--- config.mk ---
export PLATFORM = sky130hd
export DESIGN_NAME = axi_b_resp_gen
export DESIGN_NICKNAME = d
export VERILOG_FILES = /design/src/rtl/axi_b_resp_gen.sv
export SDC_FILE = /design/constraint.sdc
export NUM_CORES = 1
export LEC_CHECK = 0
export BUFFER_PORTS_ARGS = -buffer_cell sky130_fd_sc_hd__buf_2
export CELL_PAD_IN_SITES_DETAIL_PLACEMENT = 0
export CELL_PAD_IN_SITES_GLOBAL_PLACEMENT = 1
export CORE_MARGIN = 2
export CORE_UTILIZATION = 48
export CTS_CLUSTER_SIZE = 28
export DETAILED_ROUTE_END_ITERATION = 10
export MAX_ROUTING_LAYER = met4
export PLACE_DENSITY = 0.83
export RECOVER_POWER = 50
export SYNTH_ARGS = -nofsm -noshare
export SYNTH_HDL_FRONTEND = slang
export SYNTH_SLANG_ARGS = --single-unit
--- constraint.sdc ---
create_clock -name clk_i -period 3.8 [get_ports clk_i]
set_input_delay 0.19 -clock clk_i [delete_from_list [all_inputs] [get_ports clk_i]]
set_output_delay 0.19 -clock clk_i [all_outputs]
set_load 0.02 [all_outputs]
--- src/rtl/axi_b_resp_gen.sv ---
// axi_b_resp_gen: in-order AW tag FIFO, APB error accumulation and AXI B beat generation
module axi_b_resp_gen #(
  parameter int ID_WIDTH     = 4,
  parameter int USER_WIDTH   = 1,
  parameter int BUFFER_DEPTH = 4
) (
  input  logic                               clk_i,
  input  logic                               rst_ni,
  input  logic                               aw_push_i,
  input  logic [ID_WIDTH-1:0]                aw_id_i,
  input  logic [USER_WIDTH-1:0]              aw_user_i,
  output logic                               aw_ready_o,
  input  logic                               wr_done_i,
  input  logic                               wr_err_i,
  input  logic                               wr_last_i,
  output logic                               done_ready_o,
  output logic                               master_valid_o,
  output logic [1:0]                         master_resp_o,
  output logic [ID_WIDTH-1:0]                master_id_o,
  output logic [USER_WIDTH-1:0]              master_user_o,
  input  logic                               master_ready_i,
  output logic [$clog2(BUFFER_DEPTH+1)-1:0]  outstanding_o,
  output logic                               proto_err_o
);
  localparam int CW = $clog2(BUFFER_DEPTH + 1);
  localparam int PW = BUFFER_DEPTH > 1 ? $clog2(BUFFER_DEPTH) : 1;
  localparam int TW = ID_WIDTH + USER_WIDTH;
  typedef enum logic {IDLE, VALID} state_t;
  state_t state, state_next;
  logic [TW-1:0] mem [BUFFER_DEPTH];
  logic [PW-1:0] rd_ptr, wr_ptr;
  logic [CW-1:0] count;
  logic [TW-1:0] head;
  logic err_acc, push, accept, pop;
  function automatic logic [PW-1:0] inc(input logic [PW-1:0] p);
    return p == PW'(BUFFER_DEPTH - 1) ? '0 : p + PW'(1);
  endfunction
  assign aw_ready_o     = count < CW'(BUFFER_DEPTH);
  assign done_ready_o   = (count != '0) && (!wr_last_i || !master_valid_o || master_ready_i);
  assign push           = aw_push_i && aw_ready_o;
  assign accept         = wr_done_i && done_ready_o;
  assign pop            = accept && wr_last_i;
  assign head           = mem[rd_ptr];
  assign outstanding_o  = count;
  assign master_valid_o = state == VALID;
  // Tag storage; slots are only read once written, so no reset is needed
  always_ff @(posedge clk_i) begin
    if (push) mem[wr_ptr] <= {aw_id_i, aw_user_i};
  end
  // FIFO pointers and occupancy; a same-cycle push and pop leave the count unchanged
  always_ff @(posedge clk_i) begin
    if (!rst_ni) begin
      rd_ptr <= '0;
      wr_ptr <= '0;
      count  <= '0;
    end else begin
      rd_ptr <= pop ? inc(rd_ptr) : rd_ptr;
      wr_ptr <= push ? inc(wr_ptr) : wr_ptr;
      count  <= count + CW'(push) - CW'(pop);
    end
  end
  // Sticky error across the APB transfers of one AXI write, and sticky protocol error
  always_ff @(posedge clk_i) begin
    if (!rst_ni) begin
      err_acc     <= 1'b0;
      proto_err_o <= 1'b0;
    end else begin
      err_acc     <= pop ? 1'b0 : accept ? err_acc | wr_err_i : err_acc;
      proto_err_o <= proto_err_o | (wr_done_i && count == '0);
    end
  end
  // B slot state register
  always_ff @(posedge clk_i) begin
    if (!rst_ni) state <= IDLE;
    else state <= state_next;
  end
  // Loading a new beat wins over draining the current one
  always_comb begin
    state_next = state;
    state_next = pop ? VALID : master_ready_i ? IDLE : state;
  end
  // B payload is captured only on a completing write, so it holds while stalled
  always_ff @(posedge clk_i) begin
    if (!rst_ni) begin
      master_id_o   <= '0;
      master_user_o <= '0;
      master_resp_o <= 2'b00;
    end else if (pop) begin
      {master_id_o, master_user_o} <= head;
      master_resp_o                <= {err_acc | wr_err_i, 1'b0};
    end
  end
endmodule

; Word-level counts from Yosys, hierarchy flattened
; Memories as Yosys holds them, arrays and structs flattened. A register that Yosys moved wholly into a read port is not among the register bits.
; Cells that the tools add are included.
[classes]
addsub = 4
div_mod_pow = 0
n_eq_ne = 2
bitwise = 3
n_mul = 0
n_lt_le_gt_ge = 1
n_reduce_logical = 14
n_shift = 0
n_mux = 6
[ops]
columns = cell, n
row1 = $logic_and A1 B1 Y1, 5
row2 = $add A2 B1 Y2 const B, 2
row3 = $eq A2 B2 Y1 const B, 2
row4 = $mux W1, 4
row5 = $mux W2, 2
row6 = $add A3 B1 Y3, 1
row7 = $logic_not A1 Y1, 3
row8 = $logic_not A3 Y1, 1
row9 = $lt A3 B3 Y1 const B, 1
row10 = $reduce_bool A3 Y1, 1
row11 = $sub A3 B1 Y3, 1
row12 = $logic_or A1 B1 Y1, 2
row13 = $or A1 B1 Y1, 2
row14 = $reduce_bool A2 Y1, 1
row15 = $reduce_or A2 Y1, 1
row16 = $not A1 Y1, 1
[word_totals]
in_bits = 12
n_memories = 1
out_inout_bits = 14
ram_bits = 20
register_bits = 11
rom_bits = 0
latch_bits = 0
elab_cells = 38
[mem_list]
columns = memory, words, word_bits, read_ports, rd_ports_with_merged_regs, write_ports, line
row1 = mem, 4, 5, 1, 1, 1, 30  ; logic [TW-1:0] mem [BUFFER_DEPTH];

; Longest topological paths before layout
; Gate-level depths: netlist of the first run.
[logic_depth]
word_depth = 7
mapped_depth = 10
mapped_depth_nobuf = 9

; Worst setup path before layout of the first run
; No wires, ideal clock.
[synth_path]
path_type = reg2reg
startpoint = reg count[2] (netlist: outstanding_o[2])
endpoint = reg count[2] (netlist: outstanding_o[2])
required_time_ns = 3.685
setup_time_ns = 0.115
slack_ns = 1.525
arrival_ns = 2.160
path_buffers = 0
synth_period_minus_slack_ns = 2.275
path_stages_with_launch = 10
cell_sequence = dfxtp_1 nor3_4 nor3_4 ha_1 inv_1 ha_1 fa_1 xnor2_1 xnor2_1 and2_1
[synth_via]
elab_chain_len = 5
[synth_lines]
columns = item, line
row1 = from (decl), 32  ; logic [CW-1:0] count;
row2 = from (signal assigned), 59  ; count <= count + CW'(push) - CW'(pop);
row3 = $reduce_bool A3 Y1, 39  ; assign done_ready_o = (count != '0) && (!wr_last_i || !master_valid_o || master_ready_i);
row4 = $logic_and A1 B1 Y1, 39
row5 = $logic_and A1 B1 Y1, 41  ; assign accept = wr_done_i && done_ready_o;
row6 = $logic_and A1 B1 Y1, 42  ; assign pop = accept && wr_last_i;
row7 = named net pop, 34  ; logic err_acc, push, accept, pop;
row8 = $sub A3 B1 Y3, 59
; The timed path passes the listed nets, and every way through them passes these cells.
; A chain may end at the register's enable or synchronous reset.

; Worst setup path in the final report of the first run
[layout_path]
startpoint = reg count[1] (netlist: outstanding_o[1])
endpoint = reg count[2] (netlist: outstanding_o[2])
; The elaborated chain is that of the path after synthesis.

==> results.md, run 1 <==
- Seq/Total Area, Yosys: 58.6%
- Post-synthesis mux area share: 8.44%
- Ant. Diodes: 0
- DR iter-0 viols: 19
- HP Class: input pin to register
- GRT overflow: 0
- Port Buffers: 24
- Post-Syn Area per Cell: 13.9 um^2
- Area Growth Syn to Fin: 10.4%
- Worst skew pair latency: 330 ps
- Syn nets: 133
- WHS Path Cells: 1
- Slew Limit Fails: 0
- Worst-path clk slew: 110 ps
- Setup violators final: 0
- Distinct cell type count after synthesis: 31
- Critical path arrival: 3070 ps
- Grt met3 use: 5.04%
- Detailed Route WL: 2670 um
- Met1 Usage GRT: 20.8%
- Clock skew: 8.53 ps
- Final hold vios: 0
- Worst-path maximum fanout: 9
- Post-CTS Setup Repair Bufs: 0
- R2R Path Start: outstanding_o[1]$_SDFF_PN0_
- Final period util: 74.4%
- First-pass GRT wire length: 4420 um
- Critical Path RT: 4040 ps
- Hold path endpoint: mem[3][1]$_DFFE_PP_
- Synth Area in Simple Gates: 13.0%
- Unrepaired setup endpoints after global routing: false
- Critical path class: register to register
- Crit start category: register
- Synth Area in Compound Gates: 7.25%
- Max capacitance violation total: 0
- Met2 usage: 29.0%
- Main combinational cell family by area after synthesis: simple AND/OR/NAND/NOR gates
- Syn. warnings: 0
- Final worst path period need: 2830 ps
- Worst-Margin Slew: 1010 ps
- Run status: completed
- HPWL after detailed placement: 2060 um
- Share of cells above drive strength 1: 17.9%
- Initial antenna violation count: 0
- Ranking of synthesized cells by area: edfxtp_1 38%, dfxtp_1 20%, mux4_2 7.2%, ha_1 5.6%, and2_1 3.2%
- Row count: 20
- Hold-fix buffers at CTS: 0
- H-tree depth: 2
- R2R Setup Slk: 970 ps
- Synth Area in XOR/XNOR: 1.11%
- Synth Register Bits: 36
- Global Route Usage Sum: 17.8%
- TNS Setup: 0 ps
- Bufs on Longest Clock Path: 2
- Cells after synthesis: 113
- Peak VDD IR: 309 uV
- Starting Density: 51.1%
- DIE HEIGHT: 61.2 um
- Number of buffers created by CTS: 5
- Largest net degree at the start of global routing: 12
- Worst setup EP type: register
- Cell taking the most area after synthesis: edfxtp_1
- Antenna-violating nets left: 0
- Core ar.: 3080 um^2
- Hold WS: 127 ps
- Synth Area in Adders: 6.85%
- Vias post-DR: 940
- Lkg Pwr: 0.610 nW
- Post_cts resized: 0
- DRC: 0
- Clock root cell: clkbuf_4
- I/O pin cnt: 26
- Max Fclk: 354 MHz
- Vias in the first global route: 927
- Mapped cell area: 1570 um^2
- Sink Count: 36
- DR pass1 iterations: 4
- WL per Instance: 14.5 um
- RD Place Congestion: 0.800
- Worst Min Path Start: aw_id_i[0]
- Vias per cell: 5.11
- Worst reg-to-reg path cell count: 9
- Die X: 61.2 um
- Synth top area share: 38.2%
- Power density over the cells: 597 nW/um^2
- CTS tree: done
- Area of the die: 3750 um^2
- Max transition margin: 32.3%
- Gr busiest metal: met2
- Crit Reg-Reg Endpoint: outstanding_o[2]$_SDFF_PN0_
- Nets@finish: 159
power by group:
part / total, W / switching (W) / internal (W)
combinational: 0.000318 / 0.000190 / 0.000128
sequential: 0.000508 / 0.0000416 / 0.000466
clock: 0.000209 / 0.000121 / 0.0000881
total: 0.00104 / 0.000352 / 0.000683
critical path: stages (launching register included):
cell     delay, ps
dfxtp_1        370
nor3_1         820
nor3_4         190
ha_1           340
inv_1           40
ha_1           180
fa_1           380
xnor2_1        140
xnor2_1        130
and2_1         150
synth_stat cells:
master / n
edfxtp_1: 20
dfxtp_1: 16
and2_1: 8
ha_1: 7
inv_1: 7
nand2_1: 6
nor2_1: 6
mux4_2: 5
o2bb2ai_1: 5
a21oi_1: 4
buf_4: 2
buf_6: 2
mux2i_1: 2
nand4_1: 2
nor2b_1: 2
nor3_4: 2
o31ai_1: 2
xnor2_1: 2
a211oi_2: 1
a31oi_1: 1
a41oi_1: 1
clkbuf_1: 1
conb_1: 1
fa_1: 1
inv_2: 1
nand2b_1: 1
nand3b_1: 1
nor3_1: 1
nor4_4: 1
o21a_1: 1
or3_4: 1
cell type report:
| cell class | count | area, um^2 |
|---|---|---|
| flip-flops and latches | 36 | 921 |
| well taps | 44 | 55.1 |
| repair buffers | 24 | 98.8 |
| inverters | 8 | 30.0 |
| clock inverters | 2 | 10.0 |
| fillers | 281 | 1340 |
| multi-input cells | 64 | 568 |
| clock buffers | 6 | 51.3 |
per-stage QoR:
stage	power (W)	instance area (um^2)	utilization (%)	setup slack, ps	instances
2_1_floorplan	0.000771	1570	-	1520	113
3_3_place_gp	0.000846	1710	55.4	1410	176
3_5_place_dp	0.000862	1710	55.4	1340	176
4_1_cts	0.00107	1770	57.4	1310	184
5_1_grt	0.00111	1730	56.3	774	184
6_report	0.00104	1730	56.3	972	184
cell families after synthesis:
family	count (synthesis)
buffers and inverters	13
AO/OA/AOI/OAI	15
AND/OR/NAND/NOR	31
multiplexers	7
adder cells (fa/ha/maj)	8
XOR/XNOR	2
flip-flops	36
other	1
state kept, by name, indices dropped and copies added (netlist names):
| signal | flops |
|---|---|
| rd_ptr | 2 |
| outstanding_o | 3 |
| master_user_o | 1 |
| proto_err_o | 1 |
| master_valid_o | 1 |
| err_acc | 1 |
| master_resp_o | 1 |
| wr_ptr | 2 |
| mem | 20 |
| master_id_o | 4 |
layer usage:
| layer | routed length [um] | vias to the layer above |
|---|---|---|
| met5 | 0 | - |
| met4 | 40 | 0 |
| met3 | 155 | 5 |
| met2 | 1350 | 31 |
| met1 | 1130 | 440 |
| li1 | - | 464 |
layout by cell type, fill, tap and decap left out:
master / count
a211oi_2: 1
a21oi_1: 4
a31oi_1: 1
a41oi_1: 1
and2_1: 8
buf_2: 7
clkbuf_1: 17
clkbuf_4: 5
clkbuf_8: 1
clkinv_2: 2
conb_1: 1
dfxtp_1: 16
edfxtp_1: 20
fa_1: 1
ha_1: 7
inv_1: 7
inv_2: 1
mux2i_1: 2
mux4_2: 5
nand2_1: 6
nand2b_1: 1
nand3b_1: 1
nand4_1: 2
nor2_1: 6
nor2b_1: 2
nor3_1: 2
nor3_4: 1
nor4_4: 1
o21a_1: 1
o2bb2ai_1: 5
o31ai_1: 2
or3_4: 1
xnor2_1: 2
how the worst max path moves through the flow:
stage                                 from                     endpoint  slack, ps
6_report       outstanding_o[1]$_SDFF_PN0_  outstanding_o[2]$_SDFF_PN0_        970
5_1_grt        outstanding_o[2]$_SDFF_PN0_  outstanding_o[2]$_SDFF_PN0_        770
4_1_cts        master_valid_o$_SDFFE_PN0P_  outstanding_o[2]$_SDFF_PN0_       1310
3_5_place_dp   master_valid_o$_SDFFE_PN0P_  outstanding_o[2]$_SDFF_PN0_       1340
3_3_place_gp   master_valid_o$_SDFFE_PN0P_  outstanding_o[2]$_SDFF_PN0_       1410
2_1_floorplan  outstanding_o[2]$_SDFF_PN0_  outstanding_o[2]$_SDFF_PN0_       1520
Note: power is estimated with default switching activity, not from simulation.
==> inputs of run 2 (changes only) <==
Settings changed: ABC_AREA from default to 1, CORE_UTILIZATION 48 to 37, PLACE_DENSITY 0.83 to 0.73.
Clock period 3.8 ns to 2.5 ns, I/O delays scaled along.
==> run 2 against run 1 <==
  * Area after synthesis increased by 1.4%
  * Clock skew fell by 3.2 ps
  * Critical path type unchanged
  * Non-clock buffer count unchanged
  * Final area rose by 6.3%
  * Hold slack got worse by 29 ps
  * Register-to-register slack worse by 550 ps
  * Clock power rose to 2.6 times the previous value
  * Sequential share of layout area down 3.1 points
  * Highest routed layer unchanged
  * Synthesized cell count grew 53%
  * Final cell count grew 36%
  * First-iteration DRC count up 95%
==> results.md, run 2 <==
- Crit start category: register
- WL per Instance: 11.3 um
- GRT overflow: 0
- Clock skew: 5.36 ps
- Critical path class: register to register
- Ranking of synthesized cells by area: edfxtp_1 38%, dfxtp_1 20%, nand2_1 9.7%, inv_1 6.6%, nor2_1 6.1%
- Vias in the first global route: 1149
- Distinct cell type count after synthesis: 21
- Number of buffers created by CTS: 5
- Synth top area share: 37.7%
- Slew Limit Fails: 0
- Critical Path RT: 2720 ps
- Detailed Route WL: 2820 um
- RD Place Congestion: 0.775
- Mapped cell area: 1590 um^2
- Bufs on Longest Clock Path: 2
- Worst skew pair latency: 280 ps
- Hold WS: 98.3 ps
- Worst setup EP type: register
- Area Growth Syn to Fin: 15.6%
- DIE HEIGHT: 69.6 um
- Port Buffers: 24
- Vias per cell: 4.45
- Post_cts resized: 0
- Slowest Stage Delay on Critical Path: 360 ps
- Run status: completed
- Max reg flops: 20
- Most common cell in the netlist: nand2_1
- Worst-Margin Slew: 507 ps
- Critical Path Most Common Cell: inv_1
- Peak VDD IR: 397 uV
- Worst-path clk slew: 70 ps
- Starting Density: 39.0%
- Met1 Usage GRT: 14.8%
- DRC: 0
- Synth Register Bits: 36
- Core ar.: 4090 um^2
- Final period util: 83.3%
- Largest net degree at the start of global routing: 20
- Row count: 23
- Max capacitance violation total: 0
- Global Route Usage Sum: 13.1%
- Top_reg_cell synth: edfxtp_1
- Setup violators final: 0
- Nets@finish: 219
- Vias post-DR: 1113
- Most frequent cells in the layout: 42 x nand2_1, 28 x inv_1, 27 x nor2_1
- Antenna-violating nets left: 0
- Cell taking the most area after synthesis: edfxtp_1
- TNS Setup: 0 ps
- Cell Area, Placed: 1740 um^2
- Commonest cells in the netlist: 41 x nand2_1, 28 x inv_1, 26 x nor2_1
- Crit-path slowest cell: fa_1
- Ant. Diodes: 0
- Fin util: 45.1%
- Fin area: 1840 um^2
- CTS tree: done
- H-tree depth: 2
- HPWL after detailed placement: 2000 um
- Area of the die: 4850 um^2
- DR iter-0 viols: 37
- Initial antenna violation count: 0
- Met2 usage: 21.9%
- Power density over the cells: 1010 nW/um^2
- Hold-fix buffers at CTS: 0
- Most flops, register: mem
- Lkg Pwr: 0.822 nW
- Max Fclk: 480 MHz
- DR pass1 iterations: 4
- Max transition margin: 66.1%
- Commonest non-fill, non-tap cell in the layout: nand2_1
- Share of cells above drive strength 1: 9.50%
- Cells after synthesis: 173
- Syn. warnings: 0
- Clock root cell: clkbuf_8
- Gr busiest metal: met2
- Seq/Total Area, Yosys: 57.8%
- Worst-path maximum fanout: 19
- Post-Syn Area per Cell: 9.21 um^2
- Syn nets: 193
- Post-CTS Setup Repair Bufs: 0
- Die X: 69.6 um
- Critical path arrival: 2300 ps
- Final hold vios: 0
- Unrepaired setup endpoints after global routing: false
- HP Class: input pin to register
- Asr flop ratio synth: 0%
- Final worst path period need: 2080 ps
- Number of flops mapped to enable cells by yosys: 20
- Grt met3 use: 3.92%
- Sink Count: 36
- I/O pin cnt: 26
- First-pass GRT wire length: 4850 um
- Critical path cell sequence: nor2_1 > nand2_2 > nand4_4 > inv_1 > ha_1 > inv_1 > ha_1 > fa_1 > inv_1 > o21ai_0 > a21oi_1
[run 2: changes by cell type in the layout (fill, tap and decap cells not counted), moves of 6 or more]
cell	before	now
o21ai_0	0	12
nor2_1	6	27
inv_1	7	28
clkbuf_8	1	7
and2_1	8	0
nand2_1	6	42
[run 2: path summary, 6_finish.rpt]
kind	startpoint	to	slack [ps]	depth (start not counted)
setup / recovery	outstanding_o[2]$_SDFF_PN0_	outstanding_o[2]$_SDFF_PN0_	420	11
hold / removal	aw_id_i[2]	mem[2][3]$_DFFE_PP_	100	1
setup reg to reg	outstanding_o[2]$_SDFF_PN0_	outstanding_o[2]$_SDFF_PN0_	420	11
hold reg to reg	proto_err_o$_SDFF_PN0_	proto_err_o$_SDFF_PN0_	450	2
[run 2: routing by layer]
layer	up-vias	routed length, um
li1	590	-
met1	497	1280
met2	22	1380
met3	4	122
met4	0	31
met5	-	0
[run 2: area by class of cell]
| cell class | count | area, um^2 |
|---|---|---|
| Sequential cell | 36 | 921 |
| Tap cell | 50 | 62.6 |
| Inverter | 28 | 105 |
| Clock buffer | 7 | 96.3 |
| Timing Repair Buffer | 24 | 98.8 |
| Multi-Input combinational cell | 104 | 529 |
| Fill cell | 418 | 2240 |
| Clock inverter | 1 | 30.0 |
[run 2: worst max-delay path: cells and delay by family, from the launching register on]
family / cells / cell delay, ps
fa+ha+maj: 3 / 810
simple gates: 3 / 470
flops: 1 / 340
compound gates: 2 / 200
buf+inv: 3 / 190
[run 2: where the power goes]
part	internal [W]	switching [W]
clock	0.000352	0.000195
combinational	0.000165	0.000362
sequential	0.000725	0.0000672
total	0.00124	0.000624
[run 2: logic make-up (layout without fill, tap and decap cells)]
group                      after synthesis  after routing  synth area share (%)
AOI/OAI and AO/OA                       19             19                  6.36
xor gates and xnor gates                 1              1                 0.550
adders and majority gates                8              8                  6.75
buffers and inverters                   33             60                  8.71
DFF                                     36             36                  57.8
other                                    1              1                 0.235
and+or+nand+nor                         75             75                  19.6
[run 2: metrics by stage]
stage                     setup WS (ps)  total power [W]  instances
after floorplan                     485          0.00120        173
after global placement              537          0.00134        242
after detailed placement            463          0.00136        242
after CTS                           444          0.00191        250
after global routing                170          0.00200        250
final                               419          0.00187        250
==> inputs of run 3 (changes only) <==
Settings changed: CORE_UTILIZATION 37 to 41, PLACE_DENSITY 0.73 to 0.77.
Clock period 2.5 ns to 2.06 ns, I/O delays scaled along.
==> run 3 against run 2 <==
  * Register-to-register slack got worse by 240 ps
  * Combinational power is 26% higher
  * Final cell count unchanged
  * Total power grew 12%
  * Utilization up 4.2 points
  * Routed wire length down 4.8%
  * Die area is 9.2% lower
  * Sequential share of layout area rose by 0.72 points
  * Clock skew grew 1.9 ps
  * Critical path depth is the same
  * Flip-flop and latch count unchanged
  * Fmax up 11%
==> results.md, run 3 (same netlist as run 2, synthesis figures left out) <==
- Unrepaired setup endpoints after global routing: false
- Vias per cell: 4.52
- Nets@finish: 221
- WL per Instance: 10.7 um
- Critical path class: register to register
- First-pass GRT wire length: 4450 um
- DR pass1 iterations: 4
- GRT overflow: 0
- TNS Setup: 0 ps
- RD Place Congestion: 0.739
- Peak VDD IR: 658 uV
- Vias post-DR: 1130
- Starting Density: 43.2%
- H-tree depth: 2
- Clock skew: 7.21 ps
- Run status: completed
- Ant. Diodes: 0
- Total Power: 0.00208 W
- Area of the die: 4400 um^2
- Worst-path maximum fanout: 4
- I/O pin cnt: 26
- Post-CTS Setup Repair Bufs: 0
- Critical path arrival: 2110 ps
- Hold-fix buffers at CTS: 0
- Critical Path RT: 2290 ps
- Largest net degree at the start of global routing: 19
- Core ar.: 3690 um^2
- Commonest non-fill, non-tap cell in the layout: nand2_1
- Power density over the cells: 1150 nW/um^2
- HPWL after detailed placement: 1920 um
- Clock root cell: clkbuf_8
- Crit start category: register
- Area Growth Syn to Fin: 14.0%
- Slew Limit Fails: 0
- Share of cells above drive strength 1: 10.9%
- Setup violators final: 0
- Max capacitance violation total: 0
- Fillers: 376
- Detailed Route WL: 2680 um
- Hold WS: 87.3 ps
- Bufs on Longest Clock Path: 2
- Worst setup EP type: register
- Vias in the first global route: 1057
- Final period util: 91.4%
- Global Route Usage Sum: 14.3%
- Worst setup margin: 177 ps
- Dpl ws: 176 ps
- Worst reg-to-reg path cell count: 11
- Max Fclk: 531 MHz
- Max reg flops: 20
- Final hold vios: 0
- Most frequent cells in the layout: 41 x nand2_1, 28 x inv_1, 26 x nor2_1
- HP Class: input pin to register
- Row count: 22
- Lkg Pwr: 0.813 nW
- Worst-path clk slew: 70 ps
- Die X: 66.4 um
- Port Buffers: 24
- WHS Path Cells: 3
- Initial antenna violation count: 0
- CTS tree: done
- Sink Count: 36
- Most flops, register: mem
- Worst skew pair latency: 290 ps
- DR iter-0 viols: 30
- Final worst path period need: 1880 ps
- Number of buffers created by CTS: 5
- Post_cts resized: 0
- DIE HEIGHT: 66.4 um
- Antenna-violating nets left: 0
- DRC: 0
## run 3: power breakdown
group | leakage, nW | internal [W] | switching [W] | total [W]
logic | 0.454 | 0.000214 | 0.000450 | 0.000664
clock network | 0.0453 | 0.000229 | 0.000240 | 0.000469
registers | 0.314 | 0.000880 | 0.0000711 | 0.000952
total | 0.813 | 0.00132 | 0.000761 | 0.00208
## run 3: routing by layer
| layer | global-route usage, % | part of all wire, % | vias up |
|---|---|---|---|
| li1 | - | - | 591 |
| met1 | 15.6 | 44 | 506 |
| met2 | 23.3 | 50 | 28 |
| met3 | 3.58 | 4.6 | 5 |
| met4 | 9.18 | 1.6 | 0 |
| met5 | - | 0 | - |
## run 3: critical path, stage by stage (launching register included)
cell and delay (ps):
dfxtp_1 350, nor2_2 150, nand2_2 90, nand4_4 70
inv_1 50, ha_1 260, inv_1 40, ha_1 180
fa_1 360, inv_1 70, o21ai_0 80, a21oi_1 120
## run 3: layout make-up
cell class                 instances  area (um^2)  share of cell area (%)
tap                               48         60.1                    3.31
sequential                        36          921                    50.7
timing repair buffer              26          114                    6.27
clock buffer                       5         68.8                    3.79
clock inverter                     3         13.8                   0.758
multi-input combinational        104          534                    29.4
inverter                          28          105                    5.79
## run 3: path summary, 6_finish.rpt
check | startpoint | end | slack (ps)
max | outstanding_o[2]$_SDFF_PN0_ | outstanding_o[2]$_SDFF_PN0_ | 180
min | wr_err_i | err_acc$_SDFFE_PP0N_ | 90
max reg2reg | outstanding_o[2]$_SDFF_PN0_ | outstanding_o[2]$_SDFF_PN0_ | 180
min reg2reg | proto_err_o$_SDFF_PN0_ | proto_err_o$_SDFF_PN0_ | 460
## run 3: stage by stage
step | util [%] | std cells | cell area [um^2]
floorplan | - | 173 | 1590
global placement | 47.6 | 242 | 1760
detailed placement | 47.6 | 242 | 1760
CTS | 49.8 | 250 | 1840
global route | 49.3 | 250 | 1820
finish | 49.3 | 250 | 1820
